<file path="src/rtl/dmem_arbiter.sv">
// Round-robin arbiter letting two requesters share one single-port dmem (1-cycle sync read).
// Define DMEM_ARB_LOCK_EN to add the rN_lock ports and exclusive-ownership locking.
module dmem_arbiter #(
  parameter int ADDRESS_WIDTH = 8,
  parameter int DATA_WIDTH    = 33
) (
  input  logic                     clk,
  input  logic                     rst,
  input  logic                     r0_req,
  input  logic                     r0_we,
  input  logic [ADDRESS_WIDTH-1:0] r0_addr,
  input  logic [DATA_WIDTH-1:0]    r0_wdata,
  input  logic                     r1_req,
  input  logic                     r1_we,
  input  logic [ADDRESS_WIDTH-1:0] r1_addr,
  input  logic [DATA_WIDTH-1:0]    r1_wdata,
`ifdef DMEM_ARB_LOCK_EN
  input  logic                     r0_lock,
  input  logic                     r1_lock,
`endif
  output logic                     r0_gnt,
  output logic                     r1_gnt,
  output logic                     r0_rvalid,
  output logic [DATA_WIDTH-1:0]    r0_rdata,
  output logic                     r1_rvalid,
  output logic [DATA_WIDTH-1:0]    r1_rdata,
  output logic                     mem_we,
  output logic [ADDRESS_WIDTH-1:0] mem_addr,
  output logic [DATA_WIDTH-1:0]    mem_wdata,
  input  logic [DATA_WIDTH-1:0]    mem_rdata
);

  typedef enum logic [1:0] {UNLOCKED, LOCKED0, LOCKED1} lock_st_t;

  logic [1:0]               req, we, gnt, lock, rvalid;
  logic [ADDRESS_WIDTH-1:0] addr  [2];
  logic [DATA_WIDTH-1:0]    wdata [2];
  logic [DATA_WIDTH-1:0]    rdata [2];
  logic                     last_reg, rsp_vld_reg, rsp_id_reg;
  lock_st_t                 lock_st_reg;
  logic                     accept, win_id;

  assign req      = {r1_req, r0_req};
  assign we       = {r1_we, r0_we};
  assign addr[0]  = r0_addr;
  assign addr[1]  = r1_addr;
  assign wdata[0] = r0_wdata;
  assign wdata[1] = r1_wdata;
`ifdef DMEM_ARB_LOCK_EN
  assign lock     = {r1_lock, r0_lock};
`else
  // Without lock support the lock FSM never leaves UNLOCKED.
  assign lock     = 2'b00;
`endif

  always_comb begin
    gnt = 2'b00;
    if (!rst) begin
      case (lock_st_reg)
        LOCKED0: gnt[0] = req[0];
        LOCKED1: gnt[1] = req[1];
        default: begin
          // On a tie the requester that did not win last time goes first.
          if (req[0] && (!req[1] || last_reg)) gnt[0] = 1'b1;
          else if (req[1])                     gnt[1] = 1'b1;
        end
      endcase
    end
  end

  assign accept    = |gnt;
  assign win_id    = gnt[1];
  assign r0_gnt    = gnt[0];
  assign r1_gnt    = gnt[1];
  assign mem_we    = |(gnt & we);
  assign mem_addr  = gnt[1] ? addr[1]  : (gnt[0] ? addr[0]  : '0);
  assign mem_wdata = gnt[1] ? wdata[1] : (gnt[0] ? wdata[0] : '0);

  always_ff @(posedge clk) begin
    if (rst) begin
      last_reg    <= 1'b1;
      rsp_vld_reg <= 1'b0;
      rsp_id_reg  <= 1'b0;
      lock_st_reg <= UNLOCKED;
    end else begin
      rsp_vld_reg <= accept && !we[win_id];
      if (accept) begin
        last_reg   <= win_id;
        rsp_id_reg <= win_id;
        case (lock_st_reg)
          UNLOCKED: if (lock[win_id]) lock_st_reg <= win_id ? LOCKED1 : LOCKED0;
          // Only the owner can be granted while locked, so win_id is the owner here.
          default:  if (!lock[win_id]) lock_st_reg <= UNLOCKED;
        endcase
      end
    end
  end

  // The dmem read data lands one cycle after acceptance; a reset in that cycle kills it.
  for (genvar gi = 0; gi < 2; gi++) begin : g_rsp
    assign rvalid[gi] = rsp_vld_reg && !rst && (rsp_id_reg == 1'(gi));
    assign rdata[gi]  = rvalid[gi] ? mem_rdata : '0;
  end

  assign r0_rvalid = rvalid[0];
  assign r1_rvalid = rvalid[1];
  assign r0_rdata  = rdata[0];
  assign r1_rdata  = rdata[1];

endmodule

</file>
<file path="config.mk">
export PLATFORM = sky130hd
export DESIGN_NAME = dmem_arbiter
export DESIGN_NICKNAME = d
export VERILOG_FILES = /design/src/rtl/dmem_arbiter.sv
export SDC_FILE = /design/constraint.sdc
export NUM_CORES = 1
export LEC_CHECK = 0
export BUFFER_PORTS_ARGS = -buffer_cell sky130_fd_sc_hd__buf_2
export CAP_MARGIN = 20
export CORE_AREA = 2 2 91 93
export CTS_BUF_LIST = sky130_fd_sc_hd__clkbuf_8
export CTS_CLUSTER_DIAMETER = 40
export DETAILED_ROUTE_END_ITERATION = 12
export DIE_AREA = 0 0 93 95
export GPL_TIMING_DRIVEN = 0
export MAX_ROUTING_LAYER = met4
export SYNTH_ARGS = -nofsm -noshare
export SYNTH_HDL_FRONTEND = slang
export SYNTH_SLANG_ARGS = --single-unit
</file>
<file path="constraint.sdc">
create_clock -name clk -period 1.7 [get_ports clk]
set_input_delay 0.17 -clock clk [delete_from_list [all_inputs] [get_ports clk]]
set_output_delay 0.17 -clock clk [all_outputs]
set_load 0.005 [all_outputs]
</file>
# ---- Word level (Yosys, flattened, before mapping)
# Cells that the tools add are included.
# W data, S select, Z words.
dict set report totals {
  ff_bits 5
}
dict set report classes {
  magnitude_cmp 1
  eq_ne 4
  muxes 19
  bitwise 2
  reduce_logical 13
}
# op count
set op_table {}
lappend op_table {{$mux W33} 4}
lappend op_table {{$mux W8} 2}
lappend op_table {{$mux W2} 5}
lappend op_table {{$mux W1} 6}
lappend op_table {{$logic_and A1 B1 Y1} 5}
lappend op_table {{$pmux W1 S2} 2}
lappend op_table {{$reduce_or A2 Y1} 2}
lappend op_table {{$logic_not A1 Y1} 3}
lappend op_table {{$reduce_and A3 Y1} 1}
lappend op_table {{$and A2 B2 Y2} 1}
lappend op_table {{$eq A2 B1 Y1 const B} 1}
lappend op_table {{$eq A2 B2 Y1 const B} 1}
lappend op_table {{$logic_not A2 Y1} 1}
lappend op_table {{$lt A1 B2 Y1 const B} 1}
lappend op_table {{$ne A2 B1 Y1 const B} 1}
lappend op_table {{$ne A2 B2 Y1 const B} 1}
lappend op_table {{$logic_or A1 B1 Y1} 1}
lappend op_table {{$not A1 Y1} 1}

# ---- Longest topological paths before layout
dict set report depth {
  depth_word 10
  depth_mapped 7
}

# ---- Worst setup path after synthesis
# No wires, ideal clock.
dict set report synth_timing {
  path_type {reg-to-output}
  start {reg lock_st_reg[0]}
  end {out mem_addr[0]}
  arrival_time_ps 1606
  path_slack_ps -76
  stages_incl_launch_ff 8
  n_path_buf 1
  path_cell_list {dfxtp_1 > inv_1 > ha_1 > nand3b_1 > o2111a_2 > nor3_4 > buf_6 > a22o_1}
}
dict set report synth_via {
  elab_chain_len 5
  elab_cells_between_ends 7
  cone_classes {eq/ne: 2; mux: 5}
}
# item line_no
set synth_rtl {}
lappend synth_rtl {{start: declaration} 40} ;# lock_st_t lock_st_reg;
lappend synth_rtl {{start signal: assignment} 91} ;# UNLOCKED: if (lock[win_id]) lock_st_reg <= win_id ? LOCKED1 : LOCKED0;
lappend synth_rtl {{$eq A2 B2 Y1 or $eq A2 B1 Y1 (tied branches)} 59} ;# case (lock_st_reg)
lappend synth_rtl {{$pmux W1 S2} 59}
lappend synth_rtl {{$mux W2 (*)} 58} ;# if (!rst) begin
lappend synth_rtl {{$mux W8} 76} ;# assign mem_addr = gnt[1] ? addr[1] : (gnt[0] ? addr[0] : '0);
lappend synth_rtl {{$mux W8 (*)} 76}
lappend synth_rtl {{end: declaration} 28} ;# output logic [ADDRESS_WIDTH-1:0] mem_addr,
# Mark *: on every way between the ends. The rest lies on a longest branch, timed or not.

# ---- Final worst setup path
dict set report layout_timing {
  start {reg lock_st_reg[0]}
  end {out mem_wdata[14]}
}
dict set report layout_via {
  elab_chain_len 5
  elab_cells_between_ends 7
  cone_classes {eq/ne: 2; mux: 5}
}
# item line_no
set layout_rtl {}
lappend layout_rtl {{$eq A2 B2 Y1 or $eq A2 B1 Y1 (tied branches)} 59}
lappend layout_rtl {{$pmux W1 S2} 59}
lappend layout_rtl {{$mux W2 (*)} 58}
lappend layout_rtl {{$mux W33} 77} ;# assign mem_wdata = gnt[1] ? wdata[1] : (gnt[0] ? wdata[0] : '0);
lappend layout_rtl {{$mux W33 (*)} 77}
lappend layout_rtl {{end: declaration} 29} ;# output logic [DATA_WIDTH-1:0] mem_wdata,
# Marks and branches as above.

==> qor.log <==
qor: run_status.status complete, but fails checks
qor: run_status.violations negative setup slack
qor: sta.skew 0.000361 ns
qor: pwr.cellLeakagePower 0.00172 uW
qor: cts.clock_sink_count 5
qor: layout.most_common_library_cell_in_the_layout_ignoring_fill_and_taps buf_2
qor: critical_path.worst-r2r-setup-slack -0.11 ns
qor: synth.postSynthNetCount 277
qor: critical_path.criticalPathCategory reg -> out
qor: global_route.first_pass_grt_wire_length 8980 microns
qor: synth.yosys.cell_types.count 24
qor: critical_path.cp_max_fo 5
qor: synth.synth_flop_cell dfxtp_1
qor: global_route.overflow 0
qor: placed_design.finalWeightedCongestion 0.762
qor: cts.depth_of_the_cts_h_tree 1
qor: global_route.groute.usage.overall 0.128
qor: layout.drive_above_1_share 0.694
qor: synth.synth_cells 153
qor: synth.ys_async_sr_fraction 0
qor: sta.worstMarginPinSlew 0.442 ns
qor: synth.ys_seq_elements 5
qor: flow_run.maxCapViolCount 0
qor: layout.layout.cells.most_common_list 232 x buf_2, 66 x and2_1, 42 x a22o_1
qor: die.dieArea 0.00884 sq mm
qor: critical_path.timing.critical_path.arrival 1.95 ns
qor: sta.max-slew-margin-rel 0.704
qor: route.drt_wl_total 6110 microns
qor: cts.path_clk_slew 0.03 ns
qor: pwr.fin_total_pwr 793 uW
qor: die.boundaryPins 233
qor: die.initial_core_util 0.147
qor: route.routed_vias 2,137
qor: critical_path.cp-start-kind flip-flop
qor: sta.report.final.setup_viol 64
qor: critical_path.rr_startpoint lock_st_reg[0]$_SDFFE_PP0P_
qor: sta.max_freq 472 MHz
qor: route.routed_wire_length_per_instance 12.0 microns
qor: cts.clock_network_latency_to_the_later_pin_of_the_worst_skew_pair 0.21 ns
qor: route.drtAntennaViolNets 0
qor: die.core_area 0.00793 sq mm
qor: route.avgViaCountPerCell 4.21
qor: worst_hold_path.min_delay_worst_endpoint lock_st_reg[1]$_SDFFE_PP0P_
qor: worst_hold_path.min_from rst
qor: synth.syn_area_per_cell 7.64 sq um
qor: critical_path.slowest_delay 0.32 ns
qor: cts.cts_tree yes
qor: critical_path.r2r-end rsp_vld_reg$_SDFF_PP0_
qor: die.die_h 95 microns
qor: layout.largest_reg_flops 2
qor: sta.min_period_over_period 1.25
qor: die.number_of_cell_rows 33
qor: worst_hold_path.hold_path.class in -> reg
qor: cts.clk_path_buf_depth 2
qor: synth.synth_enable_flop_cells 0
qor: cts.tritoncts.num_buffers 3
qor: global_route.antenna_found_initial 1
qor: sta.final_hold_viol_count 0
qor: worst_hold_path.hold-path-cell-count 2
qor: critical_path.crit_required 1.53 ns
qor: critical_path.critical_path.top_delay_family buffers and inverters
qor: layout.final_net_count 527
qor: route.drt_iter0_markers 24
qor: pwr.ir_drop 0.154 mV
qor: critical_path.crit_slowest_cell dfxtp_2
qor: critical_path.worstPathCellList inv_2 > ha_4 > inv_2 > o2111a_2 > nor3_4 > buf_6 > buf_6 > a22o_1 > buf_2
qor: critical_path.worstSetupEndpointType output port
qor: placed_design.detailed_placement_wirelength_estimate 5140 microns
qor: global_route.grt_max_degree 11
qor: layout.layout.core_utilization 0.342
qor: sta.setup_repair_after_global_routing_missed_its_margin yes
qor: sta.clock_period_minus_final_worst_setup_slack 2.12 ns
qor: cts.root_buffer clkbuf_8
qor: global_route.grt_pass1_vias 2,047
qor: critical_path.cp_num_buf_inv 5
qor: die.fp.dieW 93 microns
qor: pwr.power-per-cell-area 292 mW/mm^2
qor: route.drtPass1Iterations 4
qor: layout.postLayoutCellArea 0.00271 sq mm
qor: layout.area_growth 132%
qor: route.drcViolationCount 0
qor: synth.ys.warnings.count 0
qor: placed_design.place_area 0.00248 sq mm
qor: critical_path.ff2ff_path_depth 10
qor: sta.timing.final.ws_setup -0.419 ns
qor: placed_design.port_buffers 232
qor: sta.timing.final.max_slew_violations 0
qor: synth.sequential_share_of_the_synthesized_area 0.0857
qor: synth.syn-cell-area 0.00117 sq mm
==> how the worst max path moves through the flow <==
stage / end / cells after the start / from
detailed placement: mem_wdata[14] / 8 / lock_st_reg[1]$_SDFFE_PP0P_
floorplan: mem_addr[0] / 7 / lock_st_reg[0]$_SDFFE_PP0P_
CTS: mem_wdata[14] / 9 / lock_st_reg[0]$_SDFFE_PP0P_
global placement: r0_rdata[6] / 5 / rst
global route: mem_wdata[1] / 9 / lock_st_reg[0]$_SDFFE_PP0P_
finish: mem_wdata[14] / 9 / lock_st_reg[0]$_SDFFE_PP0P_
==> area by class of cell <==
type	count	area, sq um
buffer	15	118
multi-input combinational	128	1000
sequential	5	103
timing repair buffer	246	1290
clock buffer	3	41.3
antenna	1	2.50
inverter	4	17.5
tap	105	131
clock inverter	1	3.75
fill	837	5220
==> Yosys cell counts, types with 2 or more instances <==
library cell	n	area [sq um]
nand2b_1	2	12.5
clkbuf_1	7	26.3
nor3_1	2	10.0
inv_1	3	11.3
buf_6	4	45.0
a22o_1	42	368
buf_2	5	25.0
and2_1	66	413
ha_1	3	37.5
dfxtp_1	5	100
==> worst register-to-register path, cell delays in order (launching register included) <==
cell and delay [ns]:
dfxtp_2 0.32, buf_4 0.10, buf_4 0.09, ha_1 0.12, nand2b_1 0.16, nand3_4 0.10
buf_4 0.14, buf_4 0.12, buf_4 0.13, or3_1 0.31, a21oi_1 0.16
==> stage by stage <==
step	setup TNS, ns	setup slack, ns	hold WS [ns]	std cells
after floorplan	-0.177	-0.00639	0.239	153
after global placement	-14.79	-0.260	0.471	490
after detailed placement	-15.07	-0.301	0.474	490
after CTS	-19.24	-0.435	0.252	502
after global routing	-24.50	-0.483	0.276	508
final	-16.70	-0.419	0.259	508
==> timing repair <==
action / CTS / global route
hold buffers: 0 / 0
resized for setup: 22 / 11
pin swaps: 16 / 8
cloned: 4 / 0
setup buffers: 5 / 5
setup endpoints to repair: 107 / 96
==> power by group <==
group | internal, uW | leakage [uW] | switching (uW) | total [uW]
registers | 124 | 0.0000420 | 3.87 | 127
clock network | 154 | 0.0000269 | 51.7 | 206
logic | 276 | 0.00165 | 183 | 459
total | 554 | 0.00172 | 239 | 793
==> routing by layer <==
metal,routed length [microns],GRT usage,vias to the layer above
met5,0,-,-
met4,59,0.0294,0
met3,543,0.0112,4
met2,3310,0.271,142
met1,2200,0.124,946
li1,-,-,1045
==> cells by family after synthesis <==
logic type      Yosys count  share of synthesized area
buf+inv                  20                     0.0953
compound gates           47                      0.353
flops                     5                     0.0857
simple gates             78                      0.434
fa+ha+maj                 3                     0.0321
Power figures use the tool's default switching activity.
